### src/rtl/uart_tx_arbiter_if.sv
// Handshake bundle between byte producers, the arbiter and the shared UART transmitter.
// The master modport is the arbiter's view; slave is the client/transmitter side.
interface uart_tx_arbiter_if #(
   parameter int unsigned NUM_REQ = 4
);
   localparam int unsigned IdW = (NUM_REQ > 1) ? $clog2(NUM_REQ) : 1;

   logic [NUM_REQ-1:0]   req_valid;
   logic [NUM_REQ*8-1:0] req_data;
   logic [NUM_REQ-1:0]   req_ready;
   logic [7:0]           tx_data;
   logic                 tx_start;
   logic                 tx_busy;
   logic                 tx_done;
   logic [IdW-1:0]       grant_id;
   logic                 active;
   logic                 done_pulse;
   logic                 timeout_err;

   modport master (
      input  req_valid, req_data, tx_busy, tx_done,
      output req_ready, tx_data, tx_start, grant_id, active, done_pulse, timeout_err
   );

   modport slave (
      output req_valid, req_data, tx_busy, tx_done,
      input  req_ready, tx_data, tx_start, grant_id, active, done_pulse, timeout_err
   );
endinterface

### src/rtl/uart_tx_arbiter.sv
// Round-robin arbiter sharing one UART transmitter among NUM_REQ byte producers,
// with per-transfer completion / timeout reporting. All outputs come straight from flops.
module uart_tx_arbiter #(
   parameter int unsigned NUM_REQ        = 4,
   parameter int unsigned TIMEOUT_CYCLES = 65535
) (
   input logic               clk,
   input logic               rst_n,
   uart_tx_arbiter_if.master bus
);
   localparam int unsigned IdW     = (NUM_REQ > 1) ? $clog2(NUM_REQ) : 1;
   localparam logic [15:0] CntLast = 16'(TIMEOUT_CYCLES - 1);

   typedef enum logic [0:0] {StIdle, StWaitDone} state_e;

   state_e               state_q, state_d;
   logic [IdW-1:0]       rr_ptr_q, rr_ptr_d;
   logic [IdW-1:0]       grant_q, grant_d;
   logic [7:0]           data_q, data_d;
   logic [15:0]          cnt_q, cnt_d;
   logic [NUM_REQ-1:0]   ready_q, ready_d;
   logic                 start_q, start_d;
   logic                 done_q, done_d;
   logic                 tmo_q, tmo_d;
   logic                 win_found;
   logic [IdW-1:0]       win_idx;

   function automatic logic [IdW-1:0] wrap_add(input logic [IdW-1:0] base,
                                               input int unsigned ofs);
      int unsigned sum;
      sum = 32'(base) + ofs;
      if (sum >= NUM_REQ) sum = sum - NUM_REQ;
      return IdW'(sum);
   endfunction

   // First pending requester at or above rr_ptr, wrapping back to 0.
   always_comb begin
      win_found = 1'b0;
      win_idx   = '0;
      for (int unsigned k = 0; k < NUM_REQ; k++) begin
         if (!win_found && bus.req_valid[wrap_add(rr_ptr_q, k)]) begin
            win_found = 1'b1;
            win_idx   = wrap_add(rr_ptr_q, k);
         end
      end
   end

   always_comb begin
      state_d  = state_q;
      rr_ptr_d = rr_ptr_q;
      grant_d  = grant_q;
      data_d   = data_q;
      cnt_d    = cnt_q;
      start_d  = 1'b0;
      ready_d  = '0;
      done_d   = 1'b0;
      tmo_d    = 1'b0;
      unique case (state_q)
         StIdle: begin
            // A busy transmitter (e.g. after a timeout) is never restarted mid-frame.
            if (win_found && !bus.tx_busy) begin
               state_d          = StWaitDone;
               data_d           = bus.req_data[{win_idx, 3'b000} +: 8];
               start_d          = 1'b1;
               ready_d[win_idx] = 1'b1;
               grant_d          = win_idx;
               rr_ptr_d         = wrap_add(win_idx, 1);
               cnt_d            = '0;
            end
         end
         StWaitDone: begin
            cnt_d = cnt_q + 16'd1;
            if (bus.tx_done) begin
               done_d  = 1'b1;
               state_d = StIdle;
            end else if (cnt_q == CntLast) begin
               tmo_d   = 1'b1;
               state_d = StIdle;
            end
         end
         default: state_d = StIdle;
      endcase
   end

   always_ff @(posedge clk or negedge rst_n) begin
      if (!rst_n) begin
         state_q  <= StIdle;
         rr_ptr_q <= '0;
         grant_q  <= '0;
         data_q   <= '0;
         cnt_q    <= '0;
         ready_q  <= '0;
         start_q  <= 1'b0;
         done_q   <= 1'b0;
         tmo_q    <= 1'b0;
      end else begin
         state_q  <= state_d;
         rr_ptr_q <= rr_ptr_d;
         grant_q  <= grant_d;
         data_q   <= data_d;
         cnt_q    <= cnt_d;
         ready_q  <= ready_d;
         start_q  <= start_d;
         done_q   <= done_d;
         tmo_q    <= tmo_d;
      end
   end

   assign bus.req_ready   = ready_q;
   assign bus.tx_data     = data_q;
   assign bus.tx_start    = start_q;
   assign bus.grant_id    = grant_q;
   assign bus.active      = (state_q == StWaitDone);
   assign bus.done_pulse  = done_q;
   assign bus.timeout_err = tmo_q;
endmodule

### src/flat_wrapper.sv
// flat-port wrapper written by rule: the top's interface ports become plain ports
module uart_tx_arbiter_flat 
#(
   parameter int unsigned NUM_REQ        = 4,
   parameter int unsigned TIMEOUT_CYCLES = 65535
)
  (clk, rst_n, bus_req_valid, bus_req_data, bus_tx_busy, bus_tx_done, bus_req_ready, bus_tx_data, bus_tx_start, bus_grant_id, bus_active, bus_done_pulse, bus_timeout_err);
  uart_tx_arbiter_if #(.NUM_REQ(NUM_REQ)) bus_i ();
  input logic clk;
  input logic rst_n;
  input wire logic [$bits(bus_i.req_valid)-1:0] bus_req_valid;
  input wire logic [$bits(bus_i.req_data)-1:0] bus_req_data;
  input wire logic [$bits(bus_i.tx_busy)-1:0] bus_tx_busy;
  input wire logic [$bits(bus_i.tx_done)-1:0] bus_tx_done;
  output wire logic [$bits(bus_i.req_ready)-1:0] bus_req_ready;
  output wire logic [$bits(bus_i.tx_data)-1:0] bus_tx_data;
  output wire logic [$bits(bus_i.tx_start)-1:0] bus_tx_start;
  output wire logic [$bits(bus_i.grant_id)-1:0] bus_grant_id;
  output wire logic [$bits(bus_i.active)-1:0] bus_active;
  output wire logic [$bits(bus_i.done_pulse)-1:0] bus_done_pulse;
  output wire logic [$bits(bus_i.timeout_err)-1:0] bus_timeout_err;
  assign bus_i.req_valid = bus_req_valid;
  assign bus_i.req_data = bus_req_data;
  assign bus_i.tx_busy = bus_tx_busy;
  assign bus_i.tx_done = bus_tx_done;
  assign bus_req_ready = bus_i.req_ready;
  assign bus_tx_data = bus_i.tx_data;
  assign bus_tx_start = bus_i.tx_start;
  assign bus_grant_id = bus_i.grant_id;
  assign bus_active = bus_i.active;
  assign bus_done_pulse = bus_i.done_pulse;
  assign bus_timeout_err = bus_i.timeout_err;
  uart_tx_arbiter #(.NUM_REQ(NUM_REQ), .TIMEOUT_CYCLES(TIMEOUT_CYCLES)) u_core (.clk(clk), .rst_n(rst_n), .bus(bus_i));
endmodule
### config.mk
export PLATFORM = sky130hd
export DESIGN_NAME = uart_tx_arbiter_flat
export DESIGN_NICKNAME = d
export VERILOG_FILES = /design/src/rtl/uart_tx_arbiter_if.sv /design/src/rtl/uart_tx_arbiter.sv /design/src/flat_wrapper.sv
export SDC_FILE = /design/constraint.sdc
export NUM_CORES = 1
export LEC_CHECK = 0
export ABC_CLOCK_PERIOD_IN_PS = 2400
export BUFFER_PORTS_ARGS = -buffer_cell sky130_fd_sc_hd__buf_2
export CAP_MARGIN = 25
export CORE_ASPECT_RATIO = 1.25
export CORE_UTILIZATION = 50
export CTS_CLUSTER_DIAMETER = 150
export DETAILED_ROUTE_END_ITERATION = 12
export GPL_ROUTABILITY_DRIVEN = 0
export GPL_TIMING_DRIVEN = 0
export PLACE_DENSITY = 0.79
export SYNTH_ARGS = -nofsm -noshare
export SYNTH_HDL_FRONTEND = slang
export SYNTH_SLANG_ARGS = --single-unit
### constraint.sdc
create_clock -name clk -period 2.4 [get_ports clk]
set_input_delay 0.48 -clock clk [delete_from_list [all_inputs] [get_ports clk]]
set_output_delay 0.48 -clock clk [all_outputs]
set_load 0.02 [all_outputs]
==> metrics.md, run 1 <==
| Metric | Value |
|---|---|
| Max incr delay on CP | between 500 and 600 ps |
| Vias in the first global route | 1516 |
| Routed Antenna Nets | 0 |
| Post-DP HPWL | 2.918 mm |
| GRT Residual Overflow | 0 |
| Worst slew pin tran | 750.8 ps |
| GRT Util Overall | 0.2180 |
| Post-DP Area | roughly 2200 µm² |
| Die width | 56.08 µm |
| Cell Chain, Critical Path | buf_2 > nor4_4 > nor2_4 > mux2_1 > a221o_1 |
| First-pass GRT wire length | around 6.6 mm |
| Final hold violations | 0 |
| Worst Setup End Kind | flop |
| R2R depth | 5 |
| Clk Tree Root Cell | clkbuf_8 |
| Synth Cell Area | about 1800 µm² |
| Fillers | 305 |
| Initial antenna violation count | 0 |
| Total Wirelength | between 3 and 4 mm |
| Slew Limit Headroom | 0.4995 |
| Post-synth ARST share | 1.000 |
| Commonest non-fill, non-tap cells in the layout | 58 x buf_2, 36 x dfrtp_1, 21 x nand3_1 |
| Status | complete, no violations |
| DR vias | 1615 |
| Critical Path Stages | 5 |
| Fin nets | between 200 and 300 |
| Slew Limit Fails | 0 |
| Fmax | 505.0 MHz |
| Post-CTS Setup Inserts | 0 |
| Post-route DRC | 0 |
| Worst Path Class, Setup | flop to flop |
| N_diodes | 0 |
| Largest delay share family, worst path | simple AND/OR/NAND/NOR gates |
| Crit path time final | 1980 ps |
| Synth top area cells | dfrtp_1 49%, nand3_1 5.7%, a221o_1 4.9%, mux2_1 4.9%, o21ai_0 4.7% |
| 1st-iter DRT viols | 48 |
| Synth warn | 0 |
| Seq/Total Area, Yosys | 0.4928 |
| Post-synth EDFFs | 0 |
| Arrival @ worst endpoint | 2150 ps |
| Cell count after synthesis | around 190 |
| Initial core utilization | 0.5248 |
| Core area | roughly 3500 µm² |
| Type of the worst min-delay path | input pin to async pin |
| Final Cycle Share | 0.8251 |
| Setup TNS | 0 ps |
| Max Cap Viol | 0 |
| Fin area | 2253 µm² |
| Distinct cells, synth | 40 |
| Clock transition at path regs | 70 ps |
| Peak supply drop | around 530 µV |
| Clock buffer depth | 2 |
| Boundary Pins | between 50 and 60 |
| Clock sinks | 36 |
| RSZ-0062 raised after global routing | no |
| Worst-path fanout max | 9 |
| Pwr Density | 910.5 nW/µm² |
| Worst Path Buf+Inv | 1 |
| H-tree levels | 2 |
| Syn nets | 227 |
| Synth Flop Type | dfrtp_1 |
| Skew final | 3.036 ps |
| Worst EP required | 2570 ps |
| Synth Register Bits | 36 |
| Die Ht | 69.60 µm |
| Via/cell ratio | 5.627 |
| Latest clock arrival within the worst-skew pair | 290 ps |
| Fraction of layout cells with a size suffix above 1 | 0.2944 |
| Post_cts resized | 0 |
| Number of port buffers | 56 |
| Initial DRT Pass Iterations | 4 |
| Pin count of the biggest net entering global routing | 37 |
| CTS tree | done |
| Commonest non-fill, non-tap cell in the layout | buf_2 |
| Drt wl/cell | about 13 µm |
| CP Launch Type | flop |
| Area leader, netlist | dfrtp_1 |
| TritonCTS Buffers | 5 |
| Static leakage | roughly 1.1 nW |
| Share of the synthesized area in the top cell type | 0.4928 |
| Synth-to-layout area growth | 23.27% |
| Synthesized area per cell | 9.881 µm² |
| # hold bufs at CTS | 0 |
| Die ar. | approximately 3900 µm² |
| Row cnt | 24 |
| Setup-failing EPs final | 0 |
| CP max stage cell | nor4_4 |
==> worst paths after layout <==
path	startpoint	slack (ps)	end
setup / recovery	u_core.rr_ptr_q[1]	420	u_core.bus.tx_data[6]
hold / removal	rst_n	260	u_core.bus.done_pulse
setup reg to reg	u_core.rr_ptr_q[1]	420	u_core.bus.tx_data[6]
hold reg to reg	u_core.cnt_q[9]	470	u_core.cnt_q[9]
max in group asynchronous	rst_n	1660	u_core.bus.tx_data[4]
min in group clk	bus_tx_done	420	u_core.bus.done_pulse
==> report_power, final <==
group | leakage [nW] | internal, mW | switching, mW
Sequential | 0.474 | 0.742 | 0.0891
Clock | 0.0503 | 0.255 | 0.198
Combinational | 0.539 | 0.311 | 0.457
==> cell type report <==
class | count | area, µm² | share of cell area
buffer | 7 | 28.78 | 0.01277
clock buffer | 7 | 96.34 | 0.04275
inverter | 6 | 22.52 | 0.009994
multi-input combinational | 136 | 875.8 | 0.3887
sequential | 36 | 900.9 | 0.3998
tap | 39 | 48.80 | 0.02165
timing repair buffer | 56 | 280.3 | 0.1244
==> cell usage after synthesis (2+ instances only) <==
library cell,instances
nor2b_1,3
dfrtp_1,36
or2_2,2
nor2_1,9
nand2_1,15
clkbuf_1,5
inv_1,5
mux2_1,8
o21ai_0,17
nor3_1,2
a21oi_1,11
nor4_1,2
nand3_1,21
nand4_1,6
o31ai_1,2
ha_1,2
o211ai_1,2
buf_2,2
o21ai_1,4
nand2b_1,3
a221o_1,9
==> logic make-up after synthesis <==
logic type,share of synthesized area
AND/OR/NAND/NOR,0.2006
AO/OA/AOI/OAI,0.2040
flip-flops,0.4928
buffers and inverters,0.02806
multiplexers,0.06092
adder cells (fa/ha/maj),0.01369
==> metal layers <==
metal,vias to the layer above,part of all wire,GRT usage
met3,9,0.028,0.03918
li1,814,-,-
met2,37,0.50,0.3730
met4,0,0.025,0.1220
met1,755,0.45,0.2543
met5,-,0,0
==> metrics by stage <==
| stage | worst slack (ps) | total power, mW | util | std cells | hold slack [ps] |
|---|---|---|---|---|---|
| after floorplan | 444.1 | 1.370 | - | 185 | 184.4 |
| after global placement | 164.3 | 1.598 | 0.6193 | 280 | 457.5 |
| after detailed placement | 163.6 | 1.614 | 0.6193 | 280 | 469.5 |
| after CTS | 417.1 | 2.066 | 0.6469 | 287 | 281.0 |
| after global routing | 259.6 | 2.187 | 0.6469 | 287 | 318.7 |
| final | 419.7 | 2.052 | 0.6469 | 287 | 257.0 |
==> sequential cells by signal, indices dropped and copies added (netlist names) <==
signal	cells
u_core.bus.grant_id	2
u_core.bus.timeout_err	1
u_core.rr_ptr_q	2
u_core.cnt_q	16
u_core.bus.tx_data	8
u_core.bus.tx_start	1
u_core.bus.done_pulse	1
u_core.bus.active	1
u_core.bus.req_ready	4
No activity file was read; power rests on OpenSTA's default activity.
==> run 2: changes to the inputs <==
--- a/config.mk
+++ b/config.mk
@@ -5,7 +5,7 @@
 export SDC_FILE = /design/constraint.sdc
 export NUM_CORES = 1
 export LEC_CHECK = 0
-export ABC_CLOCK_PERIOD_IN_PS = 2400
+export ABC_CLOCK_PERIOD_IN_PS = 1940
 export BUFFER_PORTS_ARGS = -buffer_cell sky130_fd_sc_hd__buf_2
 export CAP_MARGIN = 25
 export CORE_ASPECT_RATIO = 1.25
==> constraint.sdc (replaced) <==
create_clock -name clk -period 1.94 [get_ports clk]
set_input_delay 0.388 -clock clk [delete_from_list [all_inputs] [get_ports clk]]
set_output_delay 0.388 -clock clk [all_outputs]
set_load 0.02 [all_outputs]
==> run 2 against run 1 <==
  * Die area unchanged
  * Worst hold slack worse by 91 ps
  * Utilization rose by 2.4 points
  * Combinational power up 37%
==> metrics.md, run 2 (synthesis results as in run 1) <==
| Metric | Value |
|---|---|
| Status | complete, no violations (unchanged) |
| Clock sinks | 36 (unchanged) |
| Initial core utilization | 0.5248 (unchanged) |
| Via/cell ratio | 5.764 (was 5.627) |
| Final hold violations | 0 (unchanged) |
| Max reg flops | 16 (unchanged) |
| Post-DP HPWL | 2.918 mm (unchanged) |
| Die width | 56.08 µm (unchanged) |
| Worst Setup End Kind | flop (unchanged) |
| Static leakage | 1.110 nW (was 1.063 nW) |
| First-pass GRT wire length | 6.568 mm (unchanged) |
| Sequential cell area | 902.1 µm² (was 900.9 µm²) |
| Die ar. | 3903 µm² (unchanged) |
| N_diodes | 0 (unchanged) |
| Final Cycle Share | 0.9640 (was 0.8251) |
| Latest clock arrival within the worst-skew pair | 280 ps (was 290 ps) |
| Fin area | 2337 µm² (was 2253 µm²) |
| Peak supply drop | 804.0 µV (was 527.6 µV) |
| Pwr Density | 1134 nW/µm² (was 910.5 nW/µm²) |
| Worst Slack Setup Final | 69.87 ps (was 419.7 ps) |
| Arrival @ worst endpoint | 2040 ps (was 2150 ps) |
| # hold bufs at CTS | 0 (unchanged) |
| Routed Antenna Nets | 0 (unchanged) |
| Die Ht | 69.60 µm (unchanged) |
| Type of the worst min-delay path | input pin to async pin (unchanged) |
| Crit path launch | u_core.rr_ptr_q[0] (was u_core.rr_ptr_q[1]) |
| Fillers | 286 (was 305) |
| Clock transition at path regs | 60 ps (was 70 ps) |
| Initial DRT Pass Iterations | 4 (unchanged) |
| Worst Path Class, Setup | flop to flop (unchanged) |
| Total Wirelength | 3.971 mm (was 3.855 mm) |
| Setup-failing EPs final | 0 (unchanged) |
| Post-route DRC | 0 (unchanged) |
| Commonest non-fill, non-tap cells in the layout | 57 x buf_2, 35 x dfrtp_1, 21 x nand3_1 (was 58 x buf_2, 36 x dfrtp_1, 21 x nand3_1) |
| Vias in the first global route | 1514 (was 1516) |
| Fraction of layout cells with a size suffix above 1 | 0.3439 (was 0.2944) |
| DR vias | 1683 (was 1615) |
| Initial antenna violation count | 0 (unchanged) |
| Drt wl/cell | 13.60 µm (was 13.43 µm) |
| Crit path time final | 1870 ps (was 1980 ps) |
| Post-DP Area | 2157 µm² (unchanged) |
| Synth-to-layout area growth | 27.86% (was 23.27%) |
| Max Cap Viol | 0 (unchanged) |
| Worst-path fanout max | 8 (was 9) |
| Boundary Pins | 58 (unchanged) |
| Slew Limit Fails | 0 (unchanged) |
| Row cnt | 24 (unchanged) |
| Clk Tree Root Cell | clkbuf_8 (unchanged) |
| FF-to-FF Start | u_core.rr_ptr_q[0] (was u_core.rr_ptr_q[1]) |
| Fin nets | 295 (was 290) |
| Number of port buffers | 56 (unchanged) |
| Clock buffer depth | 2 (unchanged) |
| Area taken by multi-input logic gates | 910.9 µm² (was 875.8 µm²) |
| 1st-iter DRT viols | 39 (was 48) |
| Pin count of the biggest net entering global routing | 37 (unchanged) |
| GRT Util Overall | 0.2180 (unchanged) |
| Biggest register | u_core.cnt_q (unchanged) |
| CTS tree | done (unchanged) |
| Skew final | 2.616 ps (was 3.036 ps) |
| Fmax | 534.7 MHz (was 505.0 MHz) |
| GRT Residual Overflow | 0 (unchanged) |
| Worst EP required | 2110 ps (was 2570 ps) |
| Worst slew pin tran | 746.0 ps (was 750.8 ps) |
| Commonest non-fill, non-tap cell in the layout | buf_2 (unchanged) |
| H-tree levels | 2 (unchanged) |
| CP Launch Type | flop (unchanged) |
| Core area | 3483 µm² (unchanged) |
| Pre-CTS WS | -204.4 ps (was 163.6 ps) |
| TritonCTS Buffers | 5 (unchanged) |
| Slew Limit Headroom | 0.5027 (was 0.4995) |
-- run 2: cell type report --
class,instances,area share
multi-input combinational,136,0.3897
tap,39,0.02088
sequential,36,0.3860
clock buffer,7,0.04122
timing repair buffer,63,0.1424
buffer,5,0.01017
inverter,6,0.009636
-- run 2: layer usage --
metal | GRT usage | vias to the layer above | routed length [µm]
met5 | 0 | - | 0
met2 | 0.3730 | 52 | 2009
li1 | - | 823 | -
met1 | 0.2543 | 801 | 1709
met4 | 0.1220 | 0 | 88
met3 | 0.03918 | 7 | 164
-- run 2: worst max-delay path, stage by stage, from the launching register on --
cell	delay, ps
dfrtp_2	450
nor2b_4	190
nor4_4	50
buf_4	170
nor2_4	200
mux2_1	360
a221o_1	320
-- run 2: stage by stage --
step	utilization	cells	hold WS [ps]	setup TNS (ps)	total power, mW
after floorplan	-	185	92.41	0	1.694
after global placement	0.6193	280	457.5	-2789	1.977
after detailed placement	0.6193	280	469.5	-2696	1.997
after CTS	0.6469	287	189.0	0	2.552
after global routing	0.6710	292	226.6	-3.145	2.818
final	0.6710	292	165.7	0	2.650
-- run 2: final timing paths --
kind	endpoint	slack (ps)	cells past startpoint
worst max-delay path	u_core.bus.tx_data[6]	70	6
worst min-delay path	u_core.bus.done_pulse	170	1
worst max register to register	u_core.bus.tx_data[6]	70	6
worst min register to register	u_core.cnt_q[9]	480	1
max in group asynchronous	u_core.rr_ptr_q[0]	1260	1
min in group clk	u_core.bus.done_pulse	330	2
-- run 2: repair_timing --
| item | 4_1_cts | 5_1_grt |
|---|---|---|
| pin swaps | 1 | 3 |
| endpoints found under the setup margin | 8 | 23 |
| buffers inserted | 0 | 7 |
| gates resized for setup | 0 | 10 |
-- run 2: power by group --
group          internal [mW]  leakage [nW]  switching [mW]
Sequential             0.919         0.473           0.126
Clock                  0.316        0.0503           0.241
Combinational          0.460         0.586           0.588
==> run 3: changes to the inputs <==
--- a/config.mk
+++ b/config.mk
@@ -9,12 +9,13 @@
 export BUFFER_PORTS_ARGS = -buffer_cell sky130_fd_sc_hd__buf_2
 export CAP_MARGIN = 25
 export CORE_ASPECT_RATIO = 1.25
-export CORE_UTILIZATION = 50
+export CORE_UTILIZATION = 52
+export CTS_BUF_LIST = sky130_fd_sc_hd__clkbuf_4 sky130_fd_sc_hd__clkbuf_8
 export CTS_CLUSTER_DIAMETER = 150
 export DETAILED_ROUTE_END_ITERATION = 12
 export GPL_ROUTABILITY_DRIVEN = 0
 export GPL_TIMING_DRIVEN = 0
-export PLACE_DENSITY = 0.79
+export PLACE_DENSITY = 0.81
 export SYNTH_ARGS = -nofsm -noshare
 export SYNTH_HDL_FRONTEND = slang
 export SYNTH_SLANG_ARGS = --single-unit
==> run 3 against run 2 <==
  * Fmax rose by 1.9%
  * Design area fell by 1.2%
  * Clock skew rose by 0.65 ps
  * Wire length rose by 3.2%
  * Register-to-register slack improved by 30 ps
  * Via count fell by 0.18%
  * Worst hold slack barely moved
  * Worst setup slack improved by 35 ps
==> metrics.md, run 3 (synthesis results as in run 1) <==
| Metric | Value |
|---|---|
| Status | complete, no violations (unchanged) |
| Slew Limit Fails | 0 (unchanged) |
| Fraction of layout cells with a size suffix above 1 | 0.3347 (was 0.3439) |
| Core area | 3281 µm² (was 3483 µm²) |
| Initial core utilization | 0.5572 (was 0.5248) |
| Type of the worst min-delay path | input pin to async pin (unchanged) |
| Boundary Pins | 58 (unchanged) |
| Biggest register | u_core.cnt_q (unchanged) |
| Crit path time final | 1835 ps (was 1870 ps) |
| Die ar. | 3758 µm² (was 3903 µm²) |
| Die Ht | 68.29 µm (was 69.60 µm) |
| Sw Pwr | 0.9678 mW (was 0.9548 mW) |
| DR vias | 1680 (was 1683) |
| Final Power | 2.691 mW (was 2.650 mW) |
| Post-DP Area | 2155 µm² (was 2157 µm²) |
| Fin area | 2308 µm² (was 2337 µm²) |
| Worst EP required | 2110 ps (about the same) |
| CTS tree | done (unchanged) |
| Commonest non-fill, non-tap cell in the layout | buf_2 (unchanged) |
| Worst-path fanout max | 8 (unchanged) |
| Logic pwr share | 0.374 (was 0.395) |
| Post-DP HPWL | 3.027 mm (was 2.918 mm) |
| Fillers | 267 (was 286) |
| GRT Residual Overflow | 0 (unchanged) |
| TritonCTS Buffers | 5 (unchanged) |
| H-tree levels | 2 (unchanged) |
| Max reg flops | 16 (unchanged) |
| Initial antenna violation count | 0 (unchanged) |
| Final Cycle Share | 0.9461 (was 0.9640) |
| Latest clock arrival within the worst-skew pair | 290 ps (was 280 ps) |
| Clock buffer depth | 2 (unchanged) |
| Routed Antenna Nets | 0 (unchanged) |
| Static leakage | 1.095 nW (was 1.110 nW) |
| CP Launch Type | flop (unchanged) |
| Row cnt | 23 (was 24) |
| Worst slew pin tran | 761.2 ps (was 746.0 ps) |
| Arrival @ worst endpoint | 2010 ps (was 2040 ps) |
| N_diodes | 0 (unchanged) |
| Worst Path Class, Setup | flop to flop (unchanged) |
| Number of port buffers | 56 (unchanged) |
| Post-route DRC | 0 (unchanged) |
| Slew Limit Headroom | 0.4925 (was 0.5027) |
| Pwr Density | 1166 nW/µm² (was 1134 nW/µm²) |
| Met1 global-route usage | 0.2609 (was 0.2543) |
| Total Wirelength | 4.098 mm (was 3.971 mm) |
| Met2 usage | 0.4307 (was 0.3730) |
| Die width | 55.03 µm (was 56.08 µm) |
| Initial DRT Pass Iterations | 4 (unchanged) |
| GRT Util Overall | 0.2347 (was 0.2180) |
| Pre-CTS WS | -210.9 ps (was -204.4 ps) |
| Post-layout util | 0.7037 (was 0.6710) |
| Clock transition at path regs | 70 ps (was 60 ps) |
| Commonest non-fill, non-tap cells in the layout | 58 x buf_2, 36 x dfrtp_1, 21 x nand3_1 (was 57 x buf_2, 35 x dfrtp_1, 21 x nand3_1) |
| P_int | 1.724 mW (was 1.695 mW) |
| Sequential power share | 0.386 (was 0.395) |
| Pin count of the biggest net entering global routing | 37 (unchanged) |
| Sw Share | 0.3596 (was 0.3603) |
| Met3 Track Usage GR | 0.06000 (was 0.03918) |
| First-pass GRT wire length | 6.361 mm (was 6.568 mm) |
| Worst Setup End Kind | flop (unchanged) |
| # hold bufs at CTS | 0 (unchanged) |
| Clock sinks | 36 (unchanged) |
| Drt wl/cell | 14.23 µm (was 13.60 µm) |
| Setup-failing EPs final | 0 (unchanged) |
| Clock power frac | 0.240 (was 0.210) |
| Fmax | 544.8 MHz (was 534.7 MHz) |
| Final hold violations | 0 (unchanged) |
| Clk Tree Root Cell | clkbuf_8 (unchanged) |
| Synth-to-layout area growth | 26.28% (was 27.86%) |
| Max Cap Viol | 0 (unchanged) |
| Via/cell ratio | 5.833 (was 5.764) |
| Vias in the first global route | 1477 (was 1514) |
| Skew final | 3.264 ps (was 2.616 ps) |
| Fin nets | 292 (was 295) |
| 1st-iter DRT viols | 52 (was 39) |
| Peak supply drop | 940.5 µV (was 804.0 µV) |
| Worst Slack Setup Final | 104.6 ps (was 69.87 ps) |
| Grt peak-use layer | met2 (unchanged) |
## run 3: through the flow
stage | TNS [ps] | std cells | hold WS [ps]
floorplan | 0 | 185 | 92.41
global placement | -2181 | 278 | 460.2
detailed placement | -3178 | 278 | 470.1
CTS | 0 | 286 | 195.4
global route | -27.23 | 288 | 240.1
finish | 0 | 288 | 165.8
## run 3: cell type report
type                            count  area (µm²)  area share
Sequential cell                    36       900.9      0.3902
Clock inverter                      3       42.54     0.01843
Clock buffer                        5       68.82     0.02981
Tap cell                           37       46.29     0.02005
Multi-Input combinational cell    136       895.9      0.3881
Inverter                            6       22.52    0.009756
Buffer                              5       21.27    0.009214
Timing Repair Buffer               60       310.3      0.1344
## run 3: routing by layer
metal,wire [µm],share of wire,vias to the layer above
li1,-,-,824
met1,1720,0.42,797
met2,2187,0.53,57
met3,171,0.042,2
met4,19,0.0046,0
met5,0,0,-
## run 3: power by group through the flow
stage	registers [mW]	clock network [mW]	logic [mW]
global placement	1.04	0	0.938
global route	1.06	0.687	1.10
detailed placement	1.04	0	0.963
floorplan	1.18	0	0.512
CTS	1.03	0.658	0.961
finish	1.04	0.646	1.01
## run 3: timing repair
action,in CTS,in global routing
pin swaps,1,3
buffers inserted,0,4
endpoints found under the setup margin,8,11
endpoints found under the hold margin,0,0
cloned,0,0
gates resized for setup,1,5
## run 3: worst max-delay path: stages (launching register included)
cell and delay [ps]:
dfrtp_1 430, nand2b_4 170, o2111a_2 180, nor2_4 260, mux2_1 350, a221o_1 320
## run 3: worst paths after layout
check	startpoint	endpoint	slack (ps)	depth (start not counted)
max in group asynchronous	rst_n	u_core.bus.tx_data[5]	1290	1
max	u_core.rr_ptr_q[0]	u_core.bus.tx_data[4]	100	5
min reg2reg	u_core.cnt_q[15]	u_core.cnt_q[15]	480	1
max reg2reg	u_core.rr_ptr_q[0]	u_core.bus.tx_data[4]	100	5
min	rst_n	u_core.bus.grant_id[1]	170	1
min in group clk	bus_tx_done	u_core.bus.done_pulse	320	2
